### src/rtl/spd_level_ctrl_if.sv
// rtl/spd_level_ctrl_if.sv - button inputs and speed-code outputs of the speed-level controller
interface spd_level_ctrl_if;
  logic btn_up;
  logic btn_down;
  logic btn_stop;
  logic spd_a;
  logic spd_b;
  logic spd_chg;
  logic dwell_bsy;

  modport master (
    output btn_up, btn_down, btn_stop,
    input  spd_a, spd_b, spd_chg, dwell_bsy
  );

  modport slave (
    input  btn_up, btn_down, btn_stop,
    output spd_a, spd_b, spd_chg, dwell_bsy
  );
endinterface

### src/rtl/spd_level_ctrl.sv
// rtl/spd_level_ctrl.sv - debounced UP/DOWN/STOP speed-level FSM; optional SPD_AUTO_IDLE_EN idle step-down
module spd_level_ctrl #(
  parameter int DB_CYCLES    = 16,
  parameter int DWELL_CYCLES = 8,
  parameter int IDLE_CYCLES  = 64,
  parameter int CNT_W        = 20
) (
  input  logic             clk,
  input  logic             rst_n,
  spd_level_ctrl_if.slave  bus
);

  typedef enum logic [1:0] {
    ST_STOP = 2'b00,
    ST_LOW  = 2'b01,
    ST_HIGH = 2'b10
  } state_e;

  localparam logic [CNT_W-1:0] DB_LAST   = CNT_W'(DB_CYCLES - 1);
  localparam logic [CNT_W-1:0] DWELL_LD  = CNT_W'(DWELL_CYCLES);

  // Button index: 0 = UP, 1 = DOWN, 2 = STOP
  logic [2:0]       raw;
  logic [2:0]       sync1_q, sync2_q, db_q, db_d1_q, blk_q;
  logic [1:0]       fill_q;
  logic [CNT_W-1:0] db_cnt_q [3];
  logic [2:0]       press;

  state_e           state_q, state_d;
  logic             chg_q;
  logic [CNT_W-1:0] dwell_cnt_q;
  logic             dwell_act;
  logic             press_acc;

  assign raw   = {bus.btn_stop, bus.btn_down, bus.btn_up};
  // blk_q masks a level that was already high when reset released
  assign press = db_q & ~db_d1_q & ~blk_q;

  always_ff @(posedge clk) begin
    if (!rst_n) begin
      sync1_q <= '0;
      sync2_q <= '0;
      db_q    <= '0;
      db_d1_q <= '0;
      blk_q   <= 3'b111;
      fill_q  <= '0;
      for (int i = 0; i < 3; i++) db_cnt_q[i] <= '0;
    end else begin
      sync1_q <= raw;
      sync2_q <= sync1_q;
      db_d1_q <= db_q;
      fill_q  <= {fill_q[0], 1'b1};
      for (int i = 0; i < 3; i++) begin
        if (sync2_q[i] == db_q[i]) begin
          db_cnt_q[i] <= '0;
        end else if (db_cnt_q[i] == DB_LAST) begin
          db_cnt_q[i] <= '0;
          db_q[i]     <= ~db_q[i];
        end else begin
          db_cnt_q[i] <= db_cnt_q[i] + CNT_W'(1);
        end
        if (fill_q[1] && !sync2_q[i] && !db_q[i]) blk_q[i] <= 1'b0;
      end
    end
  end

  assign dwell_act = (dwell_cnt_q != '0);

`ifdef SPD_AUTO_IDLE_EN
  localparam logic [CNT_W-1:0] IDLE_LAST = CNT_W'(IDLE_CYCLES - 1);
  logic [CNT_W-1:0] idle_q;
  logic             idle_to;
  assign idle_to = (state_q != ST_STOP) && (idle_q == IDLE_LAST);
`else
  logic unused_idle_cfg;
  assign unused_idle_cfg = ^{IDLE_CYCLES, press_acc};
`endif

  always_comb begin
    state_d   = state_q;
    press_acc = 1'b0;
    if (press[2]) begin
      state_d   = ST_STOP;
      press_acc = 1'b1;
    end else if (!dwell_act && (press[0] ^ press[1])) begin
      press_acc = 1'b1;
      if (press[0]) begin
        case (state_q)
          ST_STOP: state_d = ST_LOW;
          ST_LOW:  state_d = ST_HIGH;
          ST_HIGH: state_d = ST_HIGH;
          default: state_d = ST_STOP;
        endcase
      end else begin
        case (state_q)
          ST_HIGH: state_d = ST_LOW;
          default: state_d = ST_STOP;
        endcase
      end
    end
`ifdef SPD_AUTO_IDLE_EN
    else if (idle_to) begin
      state_d = (state_q == ST_HIGH) ? ST_LOW : ST_STOP;
    end
`endif
  end

  always_ff @(posedge clk) begin
    if (!rst_n) begin
      state_q     <= ST_STOP;
      chg_q       <= 1'b0;
      dwell_cnt_q <= '0;
    end else begin
      state_q <= state_d;
      chg_q   <= (state_d != state_q);
      if (state_d != state_q)  dwell_cnt_q <= DWELL_LD;
      else if (dwell_act)      dwell_cnt_q <= dwell_cnt_q - CNT_W'(1);
    end
  end

`ifdef SPD_AUTO_IDLE_EN
  always_ff @(posedge clk) begin
    if (!rst_n)                                 idle_q <= '0;
    else if ((state_d != state_q) || press_acc) idle_q <= '0;
    else if (state_q != ST_STOP)                idle_q <= idle_q + CNT_W'(1);
    else                                        idle_q <= '0;
  end
`endif

  assign bus.spd_a     = state_q[1];
  assign bus.spd_b     = state_q[0];
  assign bus.spd_chg   = chg_q;
  assign bus.dwell_bsy = dwell_act;

endmodule

### src/flat_wrapper.sv
// flat-port wrapper written by rule: the top's interface ports become plain ports
module spd_level_ctrl_flat 
#(
  parameter int DB_CYCLES    = 16,
  parameter int DWELL_CYCLES = 8,
  parameter int IDLE_CYCLES  = 64,
  parameter int CNT_W        = 20
)
  (clk, rst_n, bus_btn_up, bus_btn_down, bus_btn_stop, bus_spd_a, bus_spd_b, bus_spd_chg, bus_dwell_bsy);
  spd_level_ctrl_if bus_i ();
  input  logic clk;
  input  logic rst_n;
  input wire logic [$bits(bus_i.btn_up)-1:0] bus_btn_up;
  input wire logic [$bits(bus_i.btn_down)-1:0] bus_btn_down;
  input wire logic [$bits(bus_i.btn_stop)-1:0] bus_btn_stop;
  output wire logic [$bits(bus_i.spd_a)-1:0] bus_spd_a;
  output wire logic [$bits(bus_i.spd_b)-1:0] bus_spd_b;
  output wire logic [$bits(bus_i.spd_chg)-1:0] bus_spd_chg;
  output wire logic [$bits(bus_i.dwell_bsy)-1:0] bus_dwell_bsy;
  assign bus_i.btn_up = bus_btn_up;
  assign bus_i.btn_down = bus_btn_down;
  assign bus_i.btn_stop = bus_btn_stop;
  assign bus_spd_a = bus_i.spd_a;
  assign bus_spd_b = bus_i.spd_b;
  assign bus_spd_chg = bus_i.spd_chg;
  assign bus_dwell_bsy = bus_i.dwell_bsy;
  spd_level_ctrl #(.DB_CYCLES(DB_CYCLES), .DWELL_CYCLES(DWELL_CYCLES), .IDLE_CYCLES(IDLE_CYCLES), .CNT_W(CNT_W)) u_core (.clk(clk), .rst_n(rst_n), .bus(bus_i));
endmodule
### config.mk
export PLATFORM = sky130hd
export DESIGN_NAME = spd_level_ctrl_flat
export DESIGN_NICKNAME = d
export VERILOG_FILES = /design/src/rtl/spd_level_ctrl_if.sv /design/src/rtl/spd_level_ctrl.sv /design/src/flat_wrapper.sv
export SDC_FILE = /design/constraint.sdc
export NUM_CORES = 1
export LEC_CHECK = 0
export CORE_ASPECT_RATIO = 1.75
export CORE_UTILIZATION = 40
export DETAILED_ROUTE_END_ITERATION = 7
export DONT_BUFFER_PORTS = 1
export SLEW_MARGIN = 20
export SYNTH_ARGS = -nofsm -noshare
export SYNTH_HDL_FRONTEND = slang
export SYNTH_SLANG_ARGS = --single-unit
export TNS_END_PERCENT = 10
### constraint.sdc
create_clock -name clk -period 2.4 [get_ports clk]
set_input_delay 0.6 -clock clk [delete_from_list [all_inputs] [get_ports clk]]
set_output_delay 0.6 -clock clk [all_outputs]
set_load 0.01 [all_outputs]
==> metrics.cfg <==
[worst_hold_path]
hold_class=input pin to flop
min_from=rst_n
hold_depth=0
hold_end=u_core.fill_q[0]

[setup_path]
crit_chain=inv_2, ha_4, or4b_4, nor3_4, and2_4, inv_4
end_kind=primary output
crit_arrival_ps=1830
r2r-end=u_core.dwell_cnt_q[0]
startpoint=u_core.dwell_cnt_q[0]
slowest_stage=or4b_4
cp.depth=6
slowest_delay_ps=480
crit_required_ps=1800
reg2reg_slack_ps=240
crit_fanout=3
critPathBufInv=2
cp_top_family=simple AND/OR/NAND/NOR gates
crit_path_start_kind=flop
r2r-start=u_core.dwell_cnt_q[0]
critPathKind=flop to primary output
r2r_cells=10

[pwr]
totalPowerFinal_uw=5110
p_leak_uw=0.00213
cellPowerDensity_mw_per_mm2=856
ir_drop_uv=376

[clock_network]
postCtsHoldBufs=0
max-clock-path-buffers=2
htreeDepth=3
worstSkewPairLatency_ps=340
cts_tree=built
clk_pin_slew_ps=70
root_buffer=clkbuf_16
cts_buffers=9
clock_sinks=100

[final_layout]
fin_cells=745
area_growth_pct=17.6
fin_nets=584
drive_above_1_share_pct=12.5
final_common_cell=nor2_1
ff_latch_area_mm2=0.00261
diodes=0
post-route-util_pct=48.0
multi_input_area_mm2=0.00260
layout_common_cells=89 x nor2_1, 60 x edfxtp_1, 60 x conb_1, 38 x xnor2_1, 38 x dfxtp_1
fillers=1183

[floorplanning]
die_x_um=87.2
io_pins=9
fp.dieH_um=151
die_area_mm2=0.0132
rows=54
core_area_mm2=0.0124
initial_core_util_pct=40.8

[global_route]
grt_usage_pct=15.1
antenna_found_initial=0
grt_pass1_vias=3517
grt_overflow=0
grt_max_degree=25
grt_pass1_wl_um=15600

[synthesis]
yosys_warnings=0
ys_types=57
ys_seq_area_share_pct=51.3
async_flop_share_pct=0
synth.ff_latch_count=100
synthFlopType=edfxtp_1
synthCells=496
synth-edff-count=60
synth_area_mm2=0.00508
syn_avg_cell_area_um2=10.2

[sta]
slew_violations=0
fin_worst_skew_ps=12.6
tightest_slew_ps=512
worst_slack_ps=-30.1
final-setup-viol-count=1
fin_crit_ps=2430
rsz0062_at_grt=true
final_hold_viol_count=0
finalCritPeriodShare_pct=101
slew-limit-headroom_pct=65.0
fmax_mhz=412

[placed_design]
port_buffers=0
dp_hpwl_um=6630
dp_cells=726
place.gp.congestion=0.821

[routing]
drt_iter0_drc=122
drc_errors=0
viasPerCell=4.83
post_drt_wl_per_cell_um=12.2
detail-route-antenna-nets=0
dr.pass1.iters=4
wl_um=9110
vias=3598

[run_status]
status=finished with violations
violations=negative setup slack

[flow_run]
cap_violations=0

-- cells by family after synthesis --
family / synth area share [%]
compound gates: 3.97
xor+xnor: 12.4
simple gates: 26.5
flops: 51.3
other cells: 0.0739
buf+inv: 2.39
mux: 1.65
fa+ha+maj: 1.73
-- state kept, by name (all words and copies together) (netlist names), 3 cells and up --
name                cells
u_core.blk_q            3
u_core.db_q             3
u_core.dwell_cnt_q     20
u_core.db_d1_q          3
u_core.sync2_q          3
u_core.db_cnt_q        60
u_core.sync1_q          3
-- synth_stat cells, drive strengths merged (2+ instances only) --
| cell type | instances | area (um2) |
|---|---|---|
| o211ai | 3 | 27.5 |
| a211oi | 4 | 35.0 |
| and3 | 8 | 50.1 |
| a31oi | 2 | 12.5 |
| buf | 4 | 35.0 |
| mux2i | 5 | 50.1 |
| edfxtp | 60 | 1800 |
| a21oi | 5 | 28.8 |
| nor3 | 15 | 101 |
| o21a | 2 | 15.0 |
| or2 | 4 | 25.0 |
| mux2 | 3 | 33.8 |
| nand3 | 22 | 115 |
| and2 | 13 | 81.3 |
| nor4 | 19 | 138 |
| nand4 | 11 | 68.8 |
| nor3b | 4 | 35.0 |
| xor2 | 34 | 298 |
| clkbuf | 9 | 33.8 |
| xnor2 | 38 | 333 |
| o31ai | 2 | 15.0 |
| ha | 7 | 87.6 |
| nor2b | 3 | 18.8 |
| or4 | 8 | 71.3 |
| nand2 | 32 | 120 |
| inv | 14 | 52.6 |
| o21ai | 5 | 25.0 |
| and4 | 7 | 61.3 |
| dfxtp | 40 | 801 |
| or3 | 4 | 25.0 |
| nor2 | 99 | 397 |
-- what timing repair did --
action	CTS	global route
setup buffers	0	3
resized for setup	4	6
setup endpoints to repair	1	1
pin swaps	0	2
-- worst max path at each step --
stage	to	slack [ps]
global placement	u_core.dwell_cnt_q[11]	320
detailed placement	u_core.dwell_cnt_q[11]	240
global route	bus_dwell_bsy	-80
floorplan	bus_dwell_bsy	130
finish	bus_dwell_bsy	-30
CTS	bus_dwell_bsy	30
-- worst register-to-register path: stages (launching register included) --
cell and delay (ps):
dfxtp_2 340, inv_2 100, ha_4 140, or4b_4 480
nor3_4 190, buf_4 130, buf_4 150, a31oi_1 100
a21oi_2 180, buf_12 180, nor2_1 70
-- where the power goes --
part	internal [uW]	switching (uW)	total, uW
clock	1030	646	1670
sequential	2010	199	2210
combinational	564	667	1230
-- through the flow --
| step | area (um2) | TNS (ps) | hold WS, ps | setup slack (ps) |
|---|---|---|---|---|
| global route | 5970 | -79.4 | 273 | -79.4 |
| detailed placement | 5570 | 0 | 419 | 245 |
| CTS | 5930 | 0 | 282 | 34.9 |
| global placement | 5570 | 0 | 414 | 320 |
| floorplan | 5300 | 0 | 412 | 132 |
| finish | 5970 | -30.1 | 292 | -30.1 |
-- layout make-up --
cell class                 count  area share (%)
tap                          168            3.52
inverter                      14           0.922
timing repair buffer          19            2.60
clock inverter                 7            2.03
sequential                   100            43.6
clock buffer                   9            3.77
multi-input combinational    428            43.5
-- layer usage --
metal | vias up | track usage, % | part of all wire (%)
li1 | 1840 | - | -
met1 | 1718 | 17.0 | 43
met2 | 32 | 28.0 | 53
met3 | 8 | 3.05 | 2.4
met4 | 0 | 5.16 | 1.3
met5 | - | 0 | 0
Note: power is estimated with default switching activity, not from simulation.
